`config.mk`:
```
export PLATFORM = sky130hd
export DESIGN_NAME = regfile_wb_arbiter_flat
export DESIGN_NICKNAME = d
export VERILOG_FILES = /design/src/rtl/regfile_wb_arbiter_if.sv /design/src/rtl/regfile_wb_arbiter.sv /design/src/flat_wrapper.sv
export SDC_FILE = /design/constraint.sdc
export NUM_CORES = 1
export LEC_CHECK = 0
export CORE_ASPECT_RATIO = 0.6
export CORE_MARGIN = 8
export CORE_UTILIZATION = 38
export DETAILED_ROUTE_END_ITERATION = 7
export GPL_TIMING_DRIVEN = 0
export RECOVER_POWER = 100
export SLEW_MARGIN = 5
export SYNTH_ARGS = -nofsm -noshare
export SYNTH_HDL_FRONTEND = slang
export SYNTH_SLANG_ARGS = --single-unit
```
`constraint.sdc`:
```
create_clock -name clk -period 3.2 [get_ports clk]
set_input_delay 0.32 -clock clk [delete_from_list [all_inputs] [get_ports clk]]
set_output_delay 0.32 -clock clk [all_outputs]
set_load 0.02 [all_outputs]
```
`src/rtl/regfile_wb_arbiter_if.sv`:
```
// Write-back request/response bundle between the pipeline, the multi-cycle unit and the register file.
// The arbiter uses the slave modport; the requesters and register file side uses master.
interface regfile_wb_arbiter_if;
  logic        a_valid;
  logic [3:0]  a_dest;
  logic [31:0] a_data;
  logic        a_ready;
  logic        b_valid;
  logic [3:0]  b_dest;
  logic [31:0] b_data;
  logic        b_ready;
  logic        wb_en;
  logic [3:0]  wb_dest;
  logic [31:0] wb_data;
  logic        err_pc_write;

  modport master (
    output a_valid, a_dest, a_data, b_valid, b_dest, b_data,
    input  a_ready, b_ready, wb_en, wb_dest, wb_data, err_pc_write
  );

  modport slave (
    input  a_valid, a_dest, a_data, b_valid, b_dest, b_data,
    output a_ready, b_ready, wb_en, wb_dest, wb_data, err_pc_write
  );
endinterface

```
`src/rtl/regfile_wb_arbiter.sv`:
```
// Single-port register-file write-back arbiter: pipeline (A) vs buffered multi-cycle unit (B), with starvation guard.
// One registered grant per cycle, latency 1; A stalls via a_ready, B stalls when its 2-entry buffer is full.
module regfile_wb_arbiter #(
  parameter int STARVE_LIMIT = 4,
  parameter int FIFO_DEPTH   = 2
) (
  input  logic                 clk,
  input  logic                 rst,
  regfile_wb_arbiter_if.slave  bus
);

  localparam int WCNT_W = $clog2(STARVE_LIMIT + 1);

  typedef enum logic {PRI_A, FORCE_B} state_e;

  typedef struct packed {
    logic [3:0]  dest;
    logic [31:0] data;
  } req_t;

  state_e             state_q, state_d;
  logic [1:0]         count_q, count_d;
  logic               rd_ptr_q, rd_ptr_d;
  logic               wr_ptr_q, wr_ptr_d;
  req_t [1:0]         mem_q, mem_d;
  logic [WCNT_W-1:0]  wcnt_q, wcnt_d;
  logic               wb_en_q, wb_en_d;
  logic               err_q, err_d;
  logic [3:0]         wb_dest_q, wb_dest_d;
  logic [31:0]        wb_data_q, wb_data_d;

  logic head_vld, grant_a, grant_b, grant, push;
  req_t head, win;

  assign head_vld    = (count_q != 2'd0);
  assign head        = mem_q[rd_ptr_q];
  assign bus.b_ready = (count_q != 2'(FIFO_DEPTH));
  // Nothing is granted while reset is sampled, so the pipeline never sees an accept that is thrown away.
  assign grant_a     = !rst && bus.a_valid && (state_q == PRI_A || !head_vld);
  assign grant_b     = !rst && head_vld && (state_q == FORCE_B || !bus.a_valid);
  assign grant       = grant_a || grant_b;
  assign push        = bus.b_valid && bus.b_ready;
  assign bus.a_ready = grant_a;

  always_comb begin
    count_d  = count_q + {1'b0, push} - {1'b0, grant_b};
    rd_ptr_d = rd_ptr_q ^ grant_b;
    wr_ptr_d = wr_ptr_q ^ push;
    mem_d    = mem_q;
    if (push) begin
      mem_d[wr_ptr_q] = '{dest: bus.b_dest, data: bus.b_data};
    end

    // Wait count saturates at the limit; a fresh head starts from zero.
    wcnt_d = wcnt_q;
    if (grant_b || !head_vld) begin
      wcnt_d = '0;
    end else if (grant_a && wcnt_q != WCNT_W'(STARVE_LIMIT)) begin
      wcnt_d = wcnt_q + WCNT_W'(1);
    end

    state_d = state_q;
    if (state_q == PRI_A) begin
      if (wcnt_d == WCNT_W'(STARVE_LIMIT)) state_d = FORCE_B;
    end else begin
      if (grant_b) state_d = PRI_A;
    end

    win = grant_b ? head : '{dest: bus.a_dest, data: bus.a_data};
    wb_en_d   = grant && (win.dest != 4'hF);
    err_d     = grant && (win.dest == 4'hF);
    wb_dest_d = grant ? win.dest : wb_dest_q;
    wb_data_d = grant ? win.data : wb_data_q;
  end

  always_ff @(posedge clk) begin
    if (rst) begin
      state_q   <= PRI_A;
      count_q   <= 2'd0;
      rd_ptr_q  <= 1'b0;
      wr_ptr_q  <= 1'b0;
      mem_q     <= '0;
      wcnt_q    <= '0;
      wb_en_q   <= 1'b0;
      err_q     <= 1'b0;
      wb_dest_q <= 4'd0;
      wb_data_q <= 32'd0;
    end else begin
      state_q   <= state_d;
      count_q   <= count_d;
      rd_ptr_q  <= rd_ptr_d;
      wr_ptr_q  <= wr_ptr_d;
      mem_q     <= mem_d;
      wcnt_q    <= wcnt_d;
      wb_en_q   <= wb_en_d;
      err_q     <= err_d;
      wb_dest_q <= wb_dest_d;
      wb_data_q <= wb_data_d;
    end
  end

  assign bus.wb_en        = wb_en_q;
  assign bus.err_pc_write = err_q;
  assign bus.wb_dest      = wb_dest_q;
  assign bus.wb_data      = wb_data_q;

endmodule

```
`src/flat_wrapper.sv`:
```
// flat-port wrapper written by rule: the top's interface ports become plain ports
module regfile_wb_arbiter_flat 
#(
  parameter int STARVE_LIMIT = 4,
  parameter int FIFO_DEPTH   = 2
)
  (clk, rst, bus_a_valid, bus_a_dest, bus_a_data, bus_b_valid, bus_b_dest, bus_b_data, bus_a_ready, bus_b_ready, bus_wb_en, bus_wb_dest, bus_wb_data, bus_err_pc_write);
  regfile_wb_arbiter_if bus_i ();
  input  logic clk;
  input  logic rst;
  input wire logic [$bits(bus_i.a_valid)-1:0] bus_a_valid;
  input wire logic [$bits(bus_i.a_dest)-1:0] bus_a_dest;
  input wire logic [$bits(bus_i.a_data)-1:0] bus_a_data;
  input wire logic [$bits(bus_i.b_valid)-1:0] bus_b_valid;
  input wire logic [$bits(bus_i.b_dest)-1:0] bus_b_dest;
  input wire logic [$bits(bus_i.b_data)-1:0] bus_b_data;
  output wire logic [$bits(bus_i.a_ready)-1:0] bus_a_ready;
  output wire logic [$bits(bus_i.b_ready)-1:0] bus_b_ready;
  output wire logic [$bits(bus_i.wb_en)-1:0] bus_wb_en;
  output wire logic [$bits(bus_i.wb_dest)-1:0] bus_wb_dest;
  output wire logic [$bits(bus_i.wb_data)-1:0] bus_wb_data;
  output wire logic [$bits(bus_i.err_pc_write)-1:0] bus_err_pc_write;
  assign bus_i.a_valid = bus_a_valid;
  assign bus_i.a_dest = bus_a_dest;
  assign bus_i.a_data = bus_a_data;
  assign bus_i.b_valid = bus_b_valid;
  assign bus_i.b_dest = bus_b_dest;
  assign bus_i.b_data = bus_b_data;
  assign bus_a_ready = bus_i.a_ready;
  assign bus_b_ready = bus_i.b_ready;
  assign bus_wb_en = bus_i.wb_en;
  assign bus_wb_dest = bus_i.wb_dest;
  assign bus_wb_data = bus_i.wb_data;
  assign bus_err_pc_write = bus_i.err_pc_write;
  regfile_wb_arbiter #(.STARVE_LIMIT(STARVE_LIMIT), .FIFO_DEPTH(FIFO_DEPTH)) u_core (.clk(clk), .rst(rst), .bus(bus_i));
endmodule
```
Yosys cells after proc, flatten, opt, wreduce, memory -nomap -nowiden:

Cells that the tools add are included.
W data, S select, Z words.

* register bits after elaboration: 118
* latch bits: 0
* memory bits (writable): 0
* bits in read-only memories: 0
* bits of input ports: 76
* output and inout bits: 40
* word-level logic and storage cells: 55
* memories: 0

* $add $sub $neg: 3
* multiply operators: 0
* div/mod/pow operators: 0
* order comparisons: 3
* equal/unequal tests: 5
* shift operators: 0
* multiplexer cells: 11
* bitwise gates (word level): 3
* reduce and logical (&&, ||, !) cells: 17

Operators by type and width (number)
* $mux W36: 4
* $bwmux W72: 1
* $demux W36 S1: 1
* $logic_and A1 B1 Y1: 9
* $mux W3: 2
* $eq A4 B4 Y1 const B: 1
* $logic_or A1 B1 Y1: 4
* $lt A1 B2 Y1 const B: 2
* $ne A4 B4 Y1 const B: 1
* $add A3 B1 Y3 const B: 1
* $eq A3 B3 Y1 const B: 1
* $logic_not A1 Y1: 3
* $mux W1: 3
* $ne A3 B3 Y1 const B: 1
* $add A2 B1 Y2: 1
* $ne A2 B2 Y1 const B: 1
* $reduce_bool A2 Y1: 1
* $sub A2 B1 Y2: 1
* $xor A1 B1 Y1: 2
* $ge A1 B1 Y1 const B: 1
* $not A1 Y1: 1

Longest topological paths before layout:

* word-level depth: 10
* mapped depth: 9
* depth with buffers taken out: 8

Worst setup path before layout:

OpenSTA, ideal clock, no wires.

* path type: register to register
* start: register u_core.count_q[0]
* end: register u_core.mem_q[44] (netlist name)
* setup time: 0.128 ns
* data arrival time: 1.645 ns
* data required time: 3.072 ns
* path slack: 1.427 ns
* stages on the path, launching flop included: 9
* path buffers: 2
* period minus slack after synthesis: 1.773 ns
* path through: dfxtp_1 > inv_1 > nand2_1 > and2_1 > ha_1 > buf_2 > buf_2 > mux2i_1 > nor2_1

* cells in the longest elaborated chain, start to end: 2

RTL lines
* start, declared: RTL line regfile_wb_arbiter.sv:22 `logic [1:0] count_q, count_d;`
* start signal, assigned: RTL line regfile_wb_arbiter.sv:90 `count_q <= count_d;`
* $ne A2 B2 Y1: RTL line regfile_wb_arbiter.sv:37 `assign bus.b_ready = (count_q != 2'(FIFO_DEPTH));`
* named net bus_b_ready: RTL line flat_wrapper.sv:18 `output wire logic [$bits(bus_i.b_ready)-1:0] bus_b_ready;`
* $logic_and A1 B1 Y1: RTL line regfile_wb_arbiter.sv:42 `assign push = bus.b_valid && bus.b_ready;`
* end signal, assigned: RTL line regfile_wb_arbiter.sv:93 `mem_q <= mem_d;`
* end, declared: RTL line regfile_wb_arbiter.sv:25 `req_t [1:0] mem_q, mem_d;`

The timed path passes the listed nets, and every way through them passes these cells.
A chain may end at the register's enable or synchronous reset.

Worst setup path after layout:

* start: input bus_a_valid
* end: output bus_a_ready

* cells in the longest elaborated chain, start to end: 2

RTL lines
* start, declared: RTL line flat_wrapper.sv:11 `input wire logic [$bits(bus_i.a_valid)-1:0] bus_a_valid;`
* $logic_and A1 B1 Y1 (2 in a row): RTL line regfile_wb_arbiter.sv:39 `assign grant_a = !rst && bus.a_valid && (state_q == PRI_A || !head_vld);`
* end, declared: RTL line flat_wrapper.sv:17 `output wire logic [$bits(bus_i.a_ready)-1:0] bus_a_ready;`

No other way between the ends.

==> results.json <==
{
  "multi_input_area_um2": 2465,
  "cellPowerDensity_nw_per_um2": 727.9,
  "drt_pre_antenna_iters": 5,
  "layout-drive-gt1-share": 0.07112,
  "drtIter0Drc": 237,
  "cts_max_level": 4,
  "io_pins": 116,
  "fin_nets": 758,
  "dr_total_vias": 4432,
  "core-area_um2": 12970,
  "drt-vias-per-instance": 5.159,
  "slew_headroom": 0.4634,
  "ctsResizeCount": 0,
  "syn_inst": 543,
  "startpoint_type": "input pin",
  "cap_viol_max_count": 0,
  "dpl.hpwl_mm": 11.50,
  "synth_edf_count": 0,
  "synth_top_family_by_area": "simple AND/OR/NAND/NOR gates",
  "grt_antenna_before_repair": 1,
  "status": "finished, final reports clean",
  "grt_max_degree": 17,
  "seq_area_um2": 2362,
  "num-fill-cells": 1187,
  "grt.overflow.total": 0,
  "clock_latency_ps": 410,
  "rsz0062_at_grt": "false",
  "fmax_mhz": 354.7,
  "peakVddDrop_v": 0.0003098,
  "worstPathArrival_ps": 2500,
  "cts_buffers": 17,
  "yosys-top-cells-count": "118 x dfxtp_1, 77 x mux2i_1, 77 x nor2_1",
  "critPathSlowestCell": "clkdlybuf4s50_1",
  "crit_top_cell": "clkdlybuf4s50_1",
  "synth-simple-area-share": 0.1806,
  "synth_xor_area_frac": 0.005153,
  "ant_nets": 0,
  "post_synth_fa_ha_maj_area_fraction": 0.01472,
  "post-route-util": 0.5417,
  "path_clk_slew_ps": 50,
  "grt_first_pass_wirelength_mm": 24.87,
  "fin_worst_skew_ps": 7.916,
  "synthMuxAreaShare": 0.1512,
  "io_buffers": 114,
  "final_cells": 859,
  "ys_ff_latch": 118,
  "finalSetupTns_ps": 0,
  "ys.flop_type": "dfxtp_1",
  "initial_core_util": 0.3930,
  "die_w_um": 165.5,
  "track_usage": 0.1813,
  "slew_viol_final": 0,
  "cts_tree": "done",
  "critPathCaptureType": "output pin",
  "postCtsSetupRepairBufs": 0,
  "rows": 32,
  "crit_type": "in2out",
  "crit_path_max_incr_delay_ps": 620,
  "syn-mean-instance-area_um2": 9.390,
  "post-synth-top-count-cell": "dfxtp_1",
  "hold_viol": 0,
  "ys_types": 44,
  "syn_nets": 625,
  "die_h_um": 105.7,
  "cts_sinks": 118,
  "synth_compound_area_frac": 0.1342,
  "cts_buffer_depth": 2,
  "cts_root_buf": "clkbuf_16",
  "drt_wl_total_mm": 15.50,
  "yosys_warnings": 0,
  "grt_pass1_vias": 4590,
  "n_antenna_cell": 0,
  "syn2layout_area_growth_pct": 37.82,
  "required_ps": 2880,
  "synthesis.area_um2": 5099,
  "gp_congestion": 0.7872,
  "setup_viol": 0,
  "min_period_ps": 2819,
  "p_leak_nw": 2.694,
  "route.detailed.drc": 0,
  "synthTopCellsByArea": "dfxtp_1 46%, mux2i_1 15%, nor2_1 5.7%",
  "dp.cells": 827,
  "crit_fanout": 10,
  "worstMarginPinSlew_ps": 805.0,
  "crit_chain": "clkdlybuf4s50_1 -> nor2b_2 -> nand2_4 -> clkinvlp_2 -> buf_4 -> clkdlybuf4s50_1",
  "seq_area_frac_synth": 0.4633,
  "whs_ps": 461.7,
  "synth_top_area_cell": "dfxtp_1",
  "ctsHoldBuffers": 0,
  "synth_top_area_share": 0.4633,
  "hold_path.class": "reg2reg",
  "fin_crit_sh": 0.8810,
  "dieArea_um2": 17500,
  "async_flop_share": 0,
  "wl_per_cell_um": 18.04
}
## per-stage QoR
step                setup slack (ps)  instance area (um^2)  total power, mW
floorplan                       1427                  5099            2.666
global placement               578.0                  6452            3.154
detailed placement             575.9                  6452            3.188
CTS                            569.1                  7082            5.216
global route                   248.3                  7027            5.374
finish                         380.8                  7027            5.114
## critical path, delay by kind of cell
| family | cells | cell delay [ps] |
|---|---|---|
| buffers and inverters | 4 | 1710 |
| and+or+nand+nor | 2 | 450 |
## flip-flops by register name, summed over array words and instances, names as in the netlist
register / cells
u_core.bus.err_pc_write: 1
u_core.bus.wb_data: 32
u_core.bus.wb_dest: 4
u_core.bus.wb_en: 1
u_core.count_q: 2
u_core.mem_q: 72
u_core.rd_ptr_q: 1
u_core.state_q: 1
u_core.wcnt_q: 3
u_core.wr_ptr_q: 1
## routing by layer
metal  vias to the layer above  share of wire  track usage
met5                         -        0.00065            0
met3                        10          0.073      0.06177
met1                      2130           0.50       0.2510
li1                       2175              -            -
met4                         2         0.0055      0.04632
met2                       115           0.42       0.2633
## area by class of cell
cell class	count	share of cell area
tap	170	0.03027
timing repair buffer	114	0.1624
inverter	8	0.004630
clock buffer	17	0.06054
buffer	44	0.02618
multi-input combinational	373	0.3508
sequential	118	0.3362
clock inverter	15	0.02902
## layout by cell type, fill, tap and decap left out, types with 30 or more instances in the layout
master | netlist | layout
dlygate4sd3_1 | 0 | 39
a211oi_1 | 32 | 32
clkbuf_1 | 18 | 33
dfxtp_1 | 118 | 118
nor2b_1 | 34 | 34
nor2_1 | 77 | 77
mux2i_1 | 77 | 77
nand2_1 | 66 | 66
a311oi_1 | 30 | 30
clkdlybuf4s50_1 | 0 | 75
## kinds of logic (layout without fill, tap and decap cells)
kind of cell,Yosys count,after routing
DFF,118,118
xor gates and xnor gates,3,3
AOI/OAI and AO/OA,85,85
muxes,77,77
and+or+nand+nor,202,202
adders and majority gates,6,6
buffers and inverters,52,198
## final timing paths
path                            slack (ps)  cells past startpoint                   from                     to
worst max-delay path                   380                      6            bus_a_valid            bus_a_ready
worst min-delay path                   460                      2  u_core.bus.wb_dest[1]  u_core.bus.wb_dest[1]
worst max register to register         510                      8      u_core.count_q[0]       u_core.mem_q[71]
worst min register to register         460                      2  u_core.bus.wb_dest[1]  u_core.bus.wb_dest[1]
## power by group
| part | switching [mW] | internal, mW |
|---|---|---|
| clock | 0.710 | 1.31 |
| combinational | 0.757 | 0.558 |
| sequential | 0.107 | 1.68 |
(Power assumes the default switching activity.)
